===== config.mk =====
export PLATFORM = sky130hd
export DESIGN_NAME = riscv_trace_buffer
export DESIGN_NICKNAME = d
export VERILOG_FILES = /design/src/rtl/riscv_trace_pkg.sv /design/src/rtl/riscv_trace_ram.sv /design/src/rtl/riscv_trace_buffer.sv
export SDC_FILE = /design/constraint.sdc
export NUM_CORES = 2
export LEC_CHECK = 0
export CAP_MARGIN = 20
export CORE_AREA = 2 2 317 444
export DETAILED_ROUTE_END_ITERATION = 10
export DIE_AREA = 0 0 319 446
export PLACE_DENSITY = 0.67
export SYNTH_ARGS = -nofsm -noshare
export SYNTH_HDL_FRONTEND = slang
export SYNTH_HIERARCHICAL = 1
export SYNTH_SLANG_ARGS = --single-unit

===== constraint.sdc =====
create_clock -name clk -period 9 [get_ports clk]
set_clock_uncertainty 0.15 [all_clocks]
set_input_delay 1.8 -clock clk [delete_from_list [all_inputs] [get_ports clk]]
set_output_delay 1.8 -clock clk [all_outputs]
set_load 0.01 [all_outputs]

===== src/rtl/riscv_trace_pkg.sv =====
// Shared constants for the retirement trace buffer: FSM encoding, capture modes
// and the width of one stored {ts, pc, ins} entry.
package riscv_trace_pkg;

  localparam logic [2:0] ST_IDLE    = 3'd0;
  localparam logic [2:0] ST_CAPTURE = 3'd1;
  localparam logic [2:0] ST_POST    = 3'd2;
  localparam logic [2:0] ST_FROZEN  = 3'd3;
  localparam logic [2:0] ST_DRAIN   = 3'd4;

  localparam logic MODE_WRAP      = 1'b0;
  localparam logic MODE_STOP_FULL = 1'b1;

  function automatic int entry_w(input int ts_w, input int xlen, input int ilen);
    return ts_w + xlen + ilen;
  endfunction

endpackage


===== src/rtl/riscv_trace_ram.sv =====
// Trace storage: one synchronous write port, one combinational read port.
// Contents are deliberately not reset.
module riscv_trace_ram #(
  parameter int DEPTH = 16,
  parameter int W     = 80,
  parameter int AW    = $clog2(DEPTH)
) (
  input  logic          clk,
  input  logic          we,
  input  logic [AW-1:0] waddr,
  input  logic [W-1:0]  wdata,
  input  logic [AW-1:0] raddr,
  output logic [W-1:0]  rdata
);

  logic [W-1:0] mem [DEPTH];

  always_ff @(posedge clk) begin
    if (we) mem[waddr] <= wdata;
  end

  assign rdata = mem[raddr];

endmodule


===== src/rtl/riscv_trace_buffer.sv =====
// Retirement trace buffer: captures {ts, pc, ins} into a circular RAM, freezes on
// stop/trigger/full, then drains oldest-first over a valid/ready stream.
module riscv_trace_buffer
  import riscv_trace_pkg::*;
#(
  parameter int XLEN  = 32,
  parameter int ILEN  = 32,
  parameter int DEPTH = 16,
  parameter int TS_W  = 16,
  parameter int DEDUP = 1
) (
  input  logic                      clk,
  input  logic                      reset,
  input  logic                      arm,
  input  logic                      mode,
  input  logic                      trig_en,
  input  logic [XLEN-1:0]           trig_pc,
  input  logic [$clog2(DEPTH):0]    post_cnt,
  input  logic                      ret_valid,
  input  logic [XLEN-1:0]           pc_i,
  input  logic [ILEN-1:0]           ins_i,
  input  logic                      rd_start,
  output logic                      rd_valid,
  input  logic                      rd_ready,
  output logic [TS_W+XLEN+ILEN-1:0] rd_data,
  output logic [$clog2(DEPTH):0]    count,
  output logic                      trig_hit,
  output logic [2:0]                state
);

  localparam int AW = $clog2(DEPTH);
  localparam int CW = AW + 1;
  localparam int EW = entry_w(TS_W, XLEN, ILEN);
  localparam logic [CW-1:0] FULL = CW'(DEPTH);

  logic [2:0]      st;
  logic [AW-1:0]   wr_ptr, rd_ptr, raddr;
  logic [CW-1:0]   cnt, rem;
  logic [TS_W-1:0] ts;
  logic [XLEN-1:0] last_pc;
  logic            first, hit;
  logic [EW-1:0]   rdata;
  logic            capturing, wr_en, trig, full_stop, rd_xfer;

  assign capturing = (st == ST_CAPTURE) || (st == ST_POST);
  assign wr_en     = capturing && ret_valid && ((DEDUP == 0) || first || (pc_i != last_pc));
  // Trigger looks at the raw retire, so a deduplicated PC can still fire it.
  assign trig      = (st == ST_CAPTURE) && trig_en && ret_valid && (pc_i == trig_pc);
  assign full_stop = (mode == MODE_STOP_FULL) && wr_en && (cnt == FULL - CW'(1));
  assign rd_xfer   = rd_valid && rd_ready;

  // In FROZEN the port fetches the oldest entry; in DRAIN it prefetches the next.
  assign raddr = (st == ST_FROZEN) ? ((cnt == FULL) ? wr_ptr : '0) : rd_ptr + AW'(1);

  riscv_trace_ram #(.DEPTH(DEPTH), .W(EW), .AW(AW)) u_ram (
    .clk   (clk),
    .we    (wr_en),
    .waddr (wr_ptr),
    .wdata ({ts, pc_i, ins_i}),
    .raddr (raddr),
    .rdata (rdata)
  );

  always_ff @(posedge clk) begin
    if (!reset) begin
      st       <= ST_IDLE;
      cnt      <= '0;
      wr_ptr   <= '0;
      rd_ptr   <= '0;
      ts       <= '0;
      hit      <= 1'b0;
      rd_valid <= 1'b0;
      rd_data  <= '0;
      first    <= 1'b0;
      last_pc  <= '0;
      rem      <= '0;
    end else begin
      case (st)
        ST_IDLE: begin
          if (arm) begin
            st     <= ST_CAPTURE;
            wr_ptr <= '0;
            cnt    <= '0;
            ts     <= '0;
            hit    <= 1'b0;
            first  <= 1'b1;
          end
        end

        ST_CAPTURE, ST_POST: begin
          ts <= ts + TS_W'(1);
          if (wr_en) begin
            wr_ptr  <= wr_ptr + AW'(1);
            if (cnt != FULL) cnt <= cnt + CW'(1);
            last_pc <= pc_i;
            first   <= 1'b0;
          end
          if (trig) hit <= 1'b1;
          // Full and manual stop take priority over trigger/post-window progress.
          if (full_stop || !arm) begin
            st <= ST_FROZEN;
          end else if (st == ST_POST) begin
            if (wr_en) begin
              rem <= rem - CW'(1);
              if (rem == CW'(1)) st <= ST_FROZEN;
            end
          end else if (trig) begin
            if (post_cnt == '0) begin
              st <= ST_FROZEN;
            end else begin
              st  <= ST_POST;
              rem <= post_cnt;
            end
          end
        end

        ST_FROZEN: begin
          if (rd_start) begin
            if (cnt == '0) begin
              st <= ST_IDLE;
            end else begin
              st       <= ST_DRAIN;
              rd_ptr   <= raddr;
              rem      <= cnt;
              rd_data  <= rdata;
              rd_valid <= 1'b1;
            end
          end
        end

        ST_DRAIN: begin
          if (rd_xfer) begin
            if (rem == CW'(1)) begin
              rd_valid <= 1'b0;
              cnt      <= '0;
              st       <= ST_IDLE;
            end else begin
              rd_ptr  <= raddr;
              rd_data <= rdata;
              rem     <= rem - CW'(1);
            end
          end
        end

        default: st <= ST_IDLE;
      endcase
    end
  end

  assign count    = cnt;
  assign trig_hit = hit;
  assign state    = st;

endmodule


==> results.json <==
{
  "yosysMostFrequentCell": "edfxtp_1",
  "setup_ws_ns": 3.47,
  "max_slew_margin": 0.245,
  "io_buffers": 198,
  "syn_nets": 2899,
  "cts_setup_buffers": 0,
  "synth-main-ff-cell": "edfxtp_1",
  "slew_violations": 0,
  "leakage_nw": 19.6,
  "dr.pass1.iters": 5,
  "intPower_mw": 11.8,
  "postSynthAreaPerCell_um2": 19.7,
  "combinationalPowerShare": 0.212,
  "finalCritPeriodShare": 0.615,
  "cts.sinks": 1432,
  "worstPathArrival_ns": 5.75,
  "synthToLayoutAreaGrowth_pct": 15.1,
  "synth_seq_cells": 1432,
  "drive_gt1_frac": 0.194,
  "power_mw": 16.2,
  "gp_congestion": 0.769,
  "start_util": 0.396,
  "yosysWarnings": 6,
  "finalSetupTns_ns": 0,
  "crit_path_start_kind": "primary input",
  "clkTransAtPathRegs_ns": 0.06,
  "drt_wl_total_um": 132000,
  "grt_pass1_vias": 28100,
  "synthArstFlopShare": 0,
  "period_needed_ns": 5.53,
  "vias_per_cell": 5.53,
  "drc": 0,
  "clock.fmax_ghz": 0.181,
  "max-cap-violations": 0,
  "p_sw_frac": 0.271,
  "grt_overflow": 0,
  "clockBufferDepth": 3,
  "cts_tree": "yes",
  "synth_top_cell_by_area": "edfxtp_1",
  "die_w_um": 319,
  "ant_nets": 0,
  "p_per_area_nw_per_um2": 257,
  "peakVddDrop_mv": 0.198,
  "cts_hold_buf": 0,
  "r2r-end": "rd_data[5]",
  "syn_area_um2": 54900,
  "fin_nets": 3130,
  "htreeDepth": 3,
  "netlist_instances": 2782,
  "routedWlPerCell_um": 26.7,
  "clock_latency_ns": 0.74,
  "synth.area.top_cells": "edfxtp_1 (70%), mux4_2 (13%), dfxtp_1 (5.5%)",
  "cts-root-buf": "clkbuf_16",
  "drtIter0Drc": 2480,
  "vias": 27200,
  "crit_fanout": 56,
  "p_sw_mw": 4.41,
  "worst_pin_slew_ns": 1.13,
  "yosysSeqAreaShare": 0.756,
  "whs_path_depth": 2,
  "grt_pass1_wl_um": 192000,
  "min-delay-start": "rd_data[8]",
  "yosysTopAreaCellShare": 0.700,
  "whs_endpoint": "rd_data[8]",
  "grt_max_degree": 156,
  "fp.dieArea_um2": 142000,
  "grt.total_usage": 0.184,
  "status": "complete, no violations",
  "min_path_type": "flop to flop",
  "synth_edf_count": 1280,
  "reg2reg_setup_slack_ns": 3.78,
  "synth_cell_type_count": 56,
  "pre_cts_slack_ns": 2.72,
  "antenna_found_initial": 4,
  "setup_viol": 0,
  "final_util": 0.456,
  "numCtsBuffers": 120,
  "die_h_um": 446,
  "rsz0062_at_grt": "false",
  "cts_resized": 0,
  "ys_top_cells_by_count": "edfxtp_1 (1280), mux4_2 (320), nand2_1 (275), a22oi_1 (160), dfxtp_1 (152)",
  "dp_hpwl_um": 75800,
  "seqPwrFrac": 0.469,
  "path_class": "primary input to flop",
  "pin_count": 199,
  "rows": 162,
  "finalHoldViolations": 0,
  "reg2regPathDepth": 9,
  "worstSetupEndpointType": "flop",
  "timing.rr.start": "state[0]",
  "core-area_um2": 139000,
  "fillers": 11700,
  "clkPwrFrac": 0.318,
  "worst_ep_required_time_ns": 9.22
}
==> placed cells by master, fill, tap and decap left out, types with 7 or more instances in the layout <==
| cell | instances |
|---|---|
| clkbuf_1 | 42 |
| o21ai_0 | 8 |
| nor4_1 | 7 |
| xor2_1 | 47 |
| a22oi_1 | 160 |
| nand2_1 | 274 |
| edfxtp_1 | 1280 |
| ha_1 | 8 |
| buf_12 | 12 |
| mux2i_1 | 38 |
| nor2_4 | 13 |
| buf_4 | 50 |
| clkdlybuf4s50_1 | 197 |
| dfxtp_1 | 152 |
| clkbuf_16 | 124 |
| a21boi_1 | 18 |
| clkbuf_8 | 22 |
| nand4_1 | 17 |
| inv_1 | 12 |
| nor2_1 | 29 |
| nand3b_1 | 7 |
| a21oi_1 | 14 |
| clkinv_2 | 20 |
| nand3_1 | 17 |
| a21boi_0 | 67 |
| clkinv_1 | 7 |
| mux4_2 | 320 |
| nor2b_1 | 37 |
| xnor2_1 | 37 |
==> kinds of logic (layout without fill, tap and decap cells) <==
family / count (synthesis) / in the layout / share of synthesized area
AO/OA/AOI/OAI: 300 / 300 / 0.0407
multiplexers: 358 / 358 / 0.138
other: 0 / 2 / 0
flip-flops: 1432 / 1432 / 0.756
buffers and inverters: 163 / 501 / 0.0144
adder cells (fa/ha/maj): 8 / 8 / 0.00182
AND/OR/NAND/NOR: 437 / 437 / 0.0358
XOR/XNOR: 84 / 84 / 0.0134
==> worst max path at each step <==
stage | from | to | slack (ns) | depth (start not counted)
after floorplan | pc_i[11] | u_ram/mem[1][0] | 1.60 | 9
after global placement | pc_i[25] | u_ram/mem[1][17] | 2.78 | 9
after detailed placement | pc_i[25] | u_ram/mem[1][17] | 2.72 | 9
after CTS | pc_i[25] | u_ram/mem[1][11] | 3.51 | 9
after global routing | state[0] | rd_data[5] | 3.29 | 9
final | pc_i[25] | u_ram/mem[1][11] | 3.47 | 9
==> sequential cells by signal (all words and copies together), names as in the netlist <==
signal,count
rem,5
last_pc,32
rd_data,80
u_ram/mem,1280
rd_valid,1
ts,16
rd_ptr,4
first,1
trig_hit,1
wr_ptr,4
count,5
state,3
==> worst max-delay path: stages <==
cell and delay (ns):
clkdlybuf4s50_1 0.89, xnor2_1 0.31, nand4_1 0.14, nor4_1 0.08, and3_2 0.26, nor3_4 0.25
or3b_2 0.61, nor2_4 0.82, buf_12 0.45
==> power by group through the flow <==
stage / clock, mW / combinational, mW / sequential [mW]
after global placement: 0 / 3.49 / 7.76
after detailed placement: 0 / 3.50 / 7.77
final: 5.17 / 3.45 / 7.62
after floorplan: 0 / 2.35 / 7.75
after global routing: 5.51 / 3.71 / 7.65
after CTS: 5.27 / 3.51 / 7.63
==> per-stage QoR <==
step / cells / instance area (um2) / hold slack, ns
floorplan: 2782 / 54900 / 0.294
global placement: 4694 / 59200 / 0.293
detailed placement: 4694 / 59200 / 0.301
CTS: 4923 / 63100 / 0.312
global route: 4926 / 63200 / 0.334
finish: 4926 / 63200 / 0.310
==> area by class of cell <==
class	count	area (um2)	area share
flip-flops and latches	1432	41500	0.657
multi-input cells	1187	12800	0.203
clock buffers	188	3560	0.0564
repair buffers	260	2620	0.0414
well taps	1804	2260	0.0357
clock inverters	41	359	0.00569
inverters	12	45.0	0.000713
diodes	2	5.00	0.0000792
==> per-layer routing <==
layer | track usage | routed length, um | up-vias
met1 | 0.243 | 53900 | 14400
met3 | 0.0440 | 9850 | 181
li1 | - | - | 11700
met4 | 0.0553 | 3180 | 4
met2 | 0.304 | 64700 | 922
met5 | 0 | 27 | -
No activity file was read; power rests on OpenSTA's default activity.
